File: src/rtl/wb_commit_pkg.sv
// Shared widths, constants and state encoding for the writeback/commit block.
// Optional feature macro: WB_COMMIT_BYPASS_EN (same-cycle write-to-read bypass).
package wb_commit_pkg;

  localparam int unsigned XLEN   = 64;
  localparam int unsigned NREGS  = 32;
  localparam int unsigned REG_AW = 5;
  localparam int unsigned CNT_W  = 64;

  localparam logic [XLEN-1:0] PC_START  = 64'h0000_0000_8000_0000;
  localparam logic [XLEN-1:0] ZERO_WORD = '0;

  typedef enum logic [1:0] {
    WB_BOOT = 2'd0,
    WB_RUN  = 2'd1,
    WB_HALT = 2'd2
  } wb_state_e;

endpackage

File: src/rtl/wb_regfile.sv
// Integer register file: 1 write port, 2 combinational read ports, x0 hardwired zero.
// With WB_COMMIT_BYPASS_EN defined, a same-cycle write is forwarded to matching read ports.
module wb_regfile
  import wb_commit_pkg::*;
(
  input  logic              clk,
  input  logic              rst,
  input  logic              we_i,
  input  logic [REG_AW-1:0] waddr_i,
  input  logic [XLEN-1:0]   wdata_i,
  input  logic [REG_AW-1:0] raddr1_i,
  input  logic [REG_AW-1:0] raddr2_i,
  output logic [XLEN-1:0]   rdata1_o,
  output logic [XLEN-1:0]   rdata2_o
);

  logic [XLEN-1:0] regs_q [NREGS];
  logic [XLEN-1:0] regs_d [NREGS];

  // Next register state: apply the single write, keep x0 at zero
  always_comb begin
    for (int i = 0; i < NREGS; i++) begin
      regs_d[i] = regs_q[i];
    end
    if (we_i) begin
      regs_d[waddr_i] = wdata_i;
    end
    regs_d[0] = ZERO_WORD;
  end

  // Register array storage; reset clears every entry
  always_ff @(posedge clk or negedge rst) begin
    if (!rst) begin
      for (int i = 0; i < NREGS; i++) begin
        regs_q[i] <= ZERO_WORD;
      end
    end else begin
      for (int i = 0; i < NREGS; i++) begin
        regs_q[i] <= regs_d[i];
      end
    end
  end

  // Combinational read ports; address 0 always reads zero
  always_comb begin
    rdata1_o = (raddr1_i == '0) ? ZERO_WORD : regs_q[raddr1_i];
    rdata2_o = (raddr2_i == '0) ? ZERO_WORD : regs_q[raddr2_i];
`ifdef WB_COMMIT_BYPASS_EN
    if (we_i && (waddr_i != '0) && (waddr_i == raddr1_i)) begin
      rdata1_o = wdata_i;
    end
    if (we_i && (waddr_i != '0) && (waddr_i == raddr2_i)) begin
      rdata2_o = wdata_i;
    end
`endif
  end

endmodule

File: src/rtl/wb_commit.sv
// Writeback/commit stage: owns architectural PC, register file and retired count.
// Optional feature macro: WB_COMMIT_BYPASS_EN (forwarded to wb_regfile).
module wb_commit
  import wb_commit_pkg::*;
(
  input  logic              clk,
  input  logic              rst,
  input  logic              ex_valid_i,
  output logic              wb_ready_o,
  input  logic [XLEN-1:0]   result_i,
  input  logic              wena_i,
  input  logic [REG_AW-1:0] waddr_i,
  input  logic [XLEN-1:0]   dnpc_i,
  input  logic              halt_i,
  input  logic [REG_AW-1:0] raddr1_i,
  input  logic [REG_AW-1:0] raddr2_i,
  output logic [XLEN-1:0]   rdata1_o,
  output logic [XLEN-1:0]   rdata2_o,
  output logic [XLEN-1:0]   pc_o,
  output logic [CNT_W-1:0]  instret_o,
  output logic              halted_o
);

  wb_state_e        state_q, state_d;
  logic [XLEN-1:0]  pc_q, pc_d;
  logic [CNT_W-1:0] instret_q, instret_d;
  logic             ready_q, ready_d;
  logic             halted_q, halted_d;
  logic             commit_c;
  logic             reg_we_c;

  // A commit is a handshake while ready (ready is only high in RUN)
  assign commit_c = ex_valid_i & ready_q;
  assign reg_we_c = commit_c & wena_i;

  // Next-state, PC, counter and registered-output computation
  always_comb begin
    state_d   = state_q;
    pc_d      = pc_q;
    instret_d = instret_q;
    case (state_q)
      WB_BOOT: state_d = WB_RUN;
      WB_RUN: begin
        if (commit_c) begin
          pc_d      = dnpc_i;
          instret_d = instret_q + CNT_W'(1);
          if (halt_i) begin
            state_d = WB_HALT;
          end
        end
      end
      WB_HALT: state_d = WB_HALT;
      default: state_d = WB_BOOT;
    endcase
    ready_d  = (state_d == WB_RUN);
    halted_d = (state_d == WB_HALT);
  end

  // State and architectural registers
  always_ff @(posedge clk or negedge rst) begin
    if (!rst) begin
      state_q   <= WB_BOOT;
      pc_q      <= PC_START;
      instret_q <= '0;
      ready_q   <= 1'b0;
      halted_q  <= 1'b0;
    end else begin
      state_q   <= state_d;
      pc_q      <= pc_d;
      instret_q <= instret_d;
      ready_q   <= ready_d;
      halted_q  <= halted_d;
    end
  end

  assign wb_ready_o = ready_q;
  assign pc_o       = pc_q;
  assign instret_o  = instret_q;
  assign halted_o   = halted_q;

  wb_regfile u_regfile (
    .clk      (clk),
    .rst      (rst),
    .we_i     (reg_we_c),
    .waddr_i  (waddr_i),
    .wdata_i  (result_i),
    .raddr1_i (raddr1_i),
    .raddr2_i (raddr2_i),
    .rdata1_o (rdata1_o),
    .rdata2_o (rdata2_o)
  );

endmodule

File: config.mk
export PLATFORM = sky130hd
export DESIGN_NAME = wb_commit
export DESIGN_NICKNAME = d
export VERILOG_FILES = /design/src/rtl/wb_commit_pkg.sv /design/src/rtl/wb_regfile.sv /design/src/rtl/wb_commit.sv
export SDC_FILE = /design/constraint.sdc
export NUM_CORES = 2
export LEC_CHECK = 0
export ABC_CLOCK_PERIOD_IN_PS = 2450
export CAP_MARGIN = 20
export CELL_PAD_IN_SITES_DETAIL_PLACEMENT = 0
export CELL_PAD_IN_SITES_GLOBAL_PLACEMENT = 1
export CORE_MARGIN = 2
export CORE_UTILIZATION = 30
export CTS_BUF_LIST = sky130_fd_sc_hd__clkbuf_2
export CTS_CLUSTER_SIZE = 25
export DETAILED_ROUTE_END_ITERATION = 8
export GPL_TIMING_DRIVEN = 0
export PLACE_DENSITY = 0.6
export SYNTH_ARGS = -nofsm -noshare
export SYNTH_HDL_FRONTEND = slang
export SYNTH_SLANG_ARGS = --single-unit
File: constraint.sdc
create_clock -name clk -period 2.45 [get_ports clk]
set_input_delay 0.3675 -clock clk [delete_from_list [all_inputs] [get_ports clk]]
set_output_delay 0.3675 -clock clk [all_outputs]
set_load 0.01 [all_outputs]
# == Word-level counts from Yosys, hierarchy flattened ==
# Index checks and enable logic that the tools add are counted.
# classes
mux,14
n_shift,0
mul,0
div_mod_pow,0
bitwise_logic,5
magnitude_cmp,4
add_sub_neg,1
n_eq_ne,4
n_reduce_logical,5
# op_table
operator,count
2048-bit bitwise mux,1
64-bit binary-select mux with 5-bit select,2
64-bit two-way mux,7
64-bit demux with 5-bit select,1
"64-bit by 1-bit adder with 64-bit output, second input constant",1
"6-bit greater-or-equal comparator, second input constant",3
5-bit inverter with 6-bit output,3
5-bit zero test,2
"6-bit by 1-bit < comparator with 1-bit output, second input constant",1
2-bit one-hot mux with 3 select lines,1
"2-bit by 1-bit == test with 1-bit output, second input constant",2
"2-bit == test, second input constant",2
2-bit two-way mux,2
1-bit bitwise AND,2
2-bit zero test,1
2-bit AND reduction,1
1-bit logical AND,1
# totals
ram_bits,0
ff_bits,2116
rom_bits,0
output_inout_bits,258
elab_cells,69
latch_bits,0
input_bits,148
n_memories,0

# == Longest topological paths before layout ==
# depth
word_depth,6
ltp_mapped,9
mapped_depth_nobuf,6

# == Hierarchy ==
# Synthesis repeated with hierarchy kept, for this count alone.
# unflattened
cells_unflattened,8038
hier_area_um2,112245.2
# by_module_without_submodules
mod,area_each_um2,n_inst,seq_area_each_um2,cells_per_inst
wb_regfile,106694.8,1,49647.6,7610
wb_commit,5550.3,1,3304.4,428

# == Least setup slack after synthesis ==
# No wires, ideal clock.
# synth_timing
kind,in2out
start,input raddr1_i[0]
end,output rdata1_o[21]
stages,7
required_ps,2082
t_arrival_ps,2044
n_path_buf,3
slack_ps,38
path_cell_list,buf_2 clkbuf_1 buf_2 mux4_2 a22o_1 o21ai_0 o21ai_0
# synth_via
elab_chain_cells,5
# synth_lines
element,line_no,source
from (decl),wb_commit.sv:15,"input logic [REG_AW-1:0] raddr1_i,"
5-bit inverter with 6-bit output (implied by the code),wb_regfile.sv:46,rdata1_o = (raddr1_i == '0) ? ZERO_WORD : regs_q[raddr1_i];
64-bit binary-select mux with 5-bit select,wb_regfile.sv:46,
64-bit two-way mux (implied by the code) (2 in series),wb_regfile.sv:46,
64-bit two-way mux (*),wb_regfile.sv:46,
to (decl),wb_commit.sv:17,"output logic [XLEN-1:0] rdata1_o,"
# Every way passes the cells marked *; elsewhere a longest branch is shown, timed or not. The select of a mux whose other input is x is not followed.

# == Worst setup path after layout ==
# layout_timing
start,input raddr2_i[2]
end,output rdata2_o[21]
# layout_via
elab_chain_cells,5
# layout_lines
element,line_no,source
from (decl),wb_commit.sv:16,"input logic [REG_AW-1:0] raddr2_i,"
5-bit inverter with 6-bit output (implied by the code),wb_regfile.sv:47,rdata2_o = (raddr2_i == '0) ? ZERO_WORD : regs_q[raddr2_i];
64-bit binary-select mux with 5-bit select,wb_regfile.sv:47,
64-bit two-way mux (implied by the code) (2 in series),wb_regfile.sv:47,
64-bit two-way mux (*),wb_regfile.sv:47,
to (decl),wb_commit.sv:18,"output logic [XLEN-1:0] rdata2_o,"
# Marked as above.

==> load_flow_metrics.sql <==
INSERT INTO impl_metrics (metric_group, metric, value, unit) VALUES
('run_status', 'status', 'finished, violations left', ''),
('clock_network', 'clk_transition_reported_paths', '110', 'ps'),
('synth', 'synth.ff_latch_count', '2116', ''),
('drt', 'routedWlPerCell', '30.04', 'microns'),
('timing', 'hold_ws', '-1019', 'ps'),
('worst_setup_path', 'crit_path_start_kind', 'primary input', ''),
('drt', 'wl_met3', '27.06', 'mm'),
('global_route', 'first_global_vias', '85580', ''),
('floorplan', 'die_x', '613.2', 'microns'),
('power_and_ir_drop', 'power.share.sequential', '0.476', ''),
('synth', 'synth_top_cells_by_area', 'sky130_fd_sc_hd__dfrtp_1, sky130_fd_sc_hd__mux2_2, sky130_fd_sc_hd__mux4_2', ''),
('timing', 'final-hold-violation-count', '507', ''),
('floorplan', 'placeableCoreArea', '369100', 'sq um'),
('timing', 'setup_repair_after_global_routing_missed_its_margin', 'yes', ''),
('synth', 'synth_fp_nets', '7972', ''),
('layout', 'final-seq-area', '52980', 'sq um'),
('placement', 'buffers_added_on_ports', '397', ''),
('layout', 'layout_commonest_cell', 'sky130_fd_sc_hd__mux2_2', ''),
('layout', 'post_layout_util', '0.3663', ''),
('layout', 'multi_input_comb_area', '57390', 'sq um'),
('placement', 'preCtsSetupSlack', '-3186', 'ps'),
('synth', 'number_of_flops_mapped_to_enable_cells_by_yosys', '0', ''),
('clock_network', 'cts_inserted_buffers', '584', ''),
('drt', 'drc_errors', '0', ''),
('timing', 'skew', '153.8', 'ps'),
('drt', 'route.layer.met1.wl', '178.2', 'mm'),
('power_and_ir_drop', 'power_switching_share', '0.3301', ''),
('synth', 'syn-cell-area', '111400', 'sq um'),
('power_and_ir_drop', 'switching_power', '31350', 'uW'),
('clock_network', 'numClockSinks', '2116', ''),
('timing', 'setup_slack', '-1762', 'ps'),
('drt', 'post_drt_via_cell_ratio', '5.447', ''),
('floorplan', 'dieArea', '376100', 'sq um'),
('worst_setup_path', 'timing.critical_path.arrival', '3840', 'ps'),
('power_and_ir_drop', 'power_density', '702.4', 'nW/um^2'),
('drt', 'drtPass1Iterations', '6', ''),
('synth', 'post-synth-top-area-cell', 'sky130_fd_sc_hd__dfrtp_1', ''),
('global_route', 'track_usage', '0.2305', ''),
('worst_setup_path', 'setup.worst_path.end_class', 'primary output', ''),
('synth', 'synth-main-ff-cell', 'sky130_fd_sc_hd__dfrtp_1', ''),
('clock_network', 'cts.root.buffer_cell', 'sky130_fd_sc_hd__clkbuf_2', ''),
('floorplan', 'boundaryPins', '406', ''),
('power_and_ir_drop', 'share_clk_of_total_power', '0.273', ''),
('worst_hold_path', 'holdCritPathClass', 'in -> async', ''),
('drt', 'totalWireLength', '442.3', 'mm'),
('worst_setup_path', 'r2r_start', 'wb_ready_o', ''),
('layout', 'share_of_final_layout_standard_cells_stronger_than_drive_strength_1', '0.5137', ''),
('timing', 'setup_viol', '739', ''),
('drt', 'first_iter_violations', '6381', ''),
('timing', 'timing.final.max_slew_violations', '0', ''),
('timing', 'slew_headroom', '0.04071', ''),
('timing', 'period_minus_slack', '4212', 'ps'),
('clock_network', 'clock_tree.htree_level_count', '6', ''),
('run_status', 'violations', 'hold timing, setup timing', ''),
('floorplan', 'die_h', '613.2', 'microns'),
('power_and_ir_drop', 'intPower', '63630', 'uW'),
('layout', 'areaGrowthSynthToFinish', '21.45', '%'),
('power_and_ir_drop', 'total_power', '94980', 'uW'),
('synth', 'ys.warnings.count', '0', ''),
('synth', 'sequential_area_share_after_synthesis', '0.4755', ''),
('synth', 'syn_avg_cell_area', '14.23', 'sq um'),
('timing', 'timing.final.crit_share', '1.719', ''),
('flow_run', 'max_cap_viol_count', '0', ''),
('timing', 'max_clock_freq', '237.4', 'MHz'),
('layout', 'design.final.nets', '9513', ''),
('clock_network', 'clock_network_latency_to_the_later_pin_of_the_worst_skew_pair', '1910', 'ps'),
('synth', 'synth_cell_type_count', '52', ''),
('worst_setup_path', 'cp_data_required_time', '2080', 'ps'),
('worst_setup_path', 'critical_path_class', 'in -> out', ''),
('power_and_ir_drop', 'logic_gate_share_of_total_power', '0.251', ''),
('global_route', 'maximum_number_of_pins_on_one_net_before_global_route_repair', '187', '');
[through the flow]
step	std cells	cell area [sq um]	setup TNS, ps
4_1_cts	14630	133500	-355580
2_1_floorplan	7823	111400	0
3_3_place_gp	13170	121500	-
6_report	14730	135200	-418190
5_1_grt	14700	135200	-586520
3_5_place_dp	13230	122700	-3261000
[per-layer routing]
metal	vias up	track usage
met3	1012	0.04601
met2	3105	0.3763
met1	42760	0.2873
met5	-	0
met4	28	0.1233
li1	33300	-
[power by group through the flow]
| stage | clock, uW | combinational [uW] | sequential, uW |
|---|---|---|---|
| floorplan | 0 | 13600 | 44500 |
| global placement | 0 | 20600 | 45400 |
| detailed placement | 0 | 21700 | 45700 |
| CTS | 26800 | 23000 | 45000 |
| global route | 28600 | 25200 | 45900 |
| finish | 26000 | 23800 | 45200 |
[registers in the layout, indices dropped and copies added, names as in the netlist]
name,cells
u_regfile.regs_q,1984
pc_o,64
instret_o,64
halted_o,1
state_q,2
wb_ready_o,1
[critical path, stage by stage]
cell and delay (ps):
sky130_fd_sc_hd__buf_2 520, sky130_fd_sc_hd__buf_4 590, sky130_fd_sc_hd__buf_2 680, sky130_fd_sc_hd__clkbuf_1 560
sky130_fd_sc_hd__nor2_1 140, sky130_fd_sc_hd__o31ai_1 410, sky130_fd_sc_hd__o21ai_2 210, sky130_fd_sc_hd__buf_2 230
[synthesized netlist by cell type (13+ instances only)]
master and n:
sky130_fd_sc_hd__mux2_2 2094, sky130_fd_sc_hd__a22o_1 256, sky130_fd_sc_hd__nand4_1 19, sky130_fd_sc_hd__a22oi_1 127, sky130_fd_sc_hd__o22ai_1 64, sky130_fd_sc_hd__o31ai_1 64
sky130_fd_sc_hd__mux4_2 768, sky130_fd_sc_hd__mux2_1 82, sky130_fd_sc_hd__clkbuf_1 471, sky130_fd_sc_hd__nor2_1 82, sky130_fd_sc_hd__nand3_1 25, sky130_fd_sc_hd__buf_2 280
sky130_fd_sc_hd__and3_1 16, sky130_fd_sc_hd__o21ai_0 256, sky130_fd_sc_hd__a21oi_1 69, sky130_fd_sc_hd__nand2_1 434, sky130_fd_sc_hd__xor2_1 23, sky130_fd_sc_hd__nor3_1 13
sky130_fd_sc_hd__xnor2_1 40, sky130_fd_sc_hd__buf_1 40, sky130_fd_sc_hd__buf_4 14, sky130_fd_sc_hd__dfrtp_1 2115, sky130_fd_sc_hd__o221ai_1 64, sky130_fd_sc_hd__mux2i_1 320
[cells by family after synthesis]
kind of cell	share of synthesized area
buffers and inverters	0.03150
multiplexers	0.4042
flip-flops	0.4755
adder cells (fa/ha/maj)	0.0001123
AND/OR/NAND/NOR	0.02748
XOR/XNOR	0.004955
AO/OA/AOI/OAI	0.05625
[worst max path at each step]
stage | to | startpoint | depth (start not counted)
final | rdata2_o[21] | raddr2_i[2] | 8
after CTS | rdata2_o[17] | u_regfile.regs_q[1489] | 7
after detailed placement | rdata2_o[14] | raddr2_i[2] | 9
after global routing | rdata1_o[52] | u_regfile.regs_q[1204] | 8
after global placement | u_regfile.regs_q[1569] | rst | 1
after floorplan | rdata1_o[21] | raddr1_i[0] | 7
[area by class of cell]
cell class	instances	area share
antenna	38	0.0007032
sequential	2116	0.3918
inverter	4	0.0001110
tap	4950	0.04580
timing repair buffer	957	0.07358
clock inverter	140	0.006338
multi-input combinational	4892	0.4244
buffer	809	0.02702
clock buffer	819	0.03031
[what timing repair did]
action / 4_1_cts / 5_1_grt
hold buffers: 321 / 3
hold endpoints to repair: 3117 / 589
cloned: 0 / 3
pin swaps: 128 / 91
resized for setup: 1904 / 239
setup endpoints to repair: 2134 / 1218
buffers inserted: 122 / 51
(Power assumes the default switching activity.)
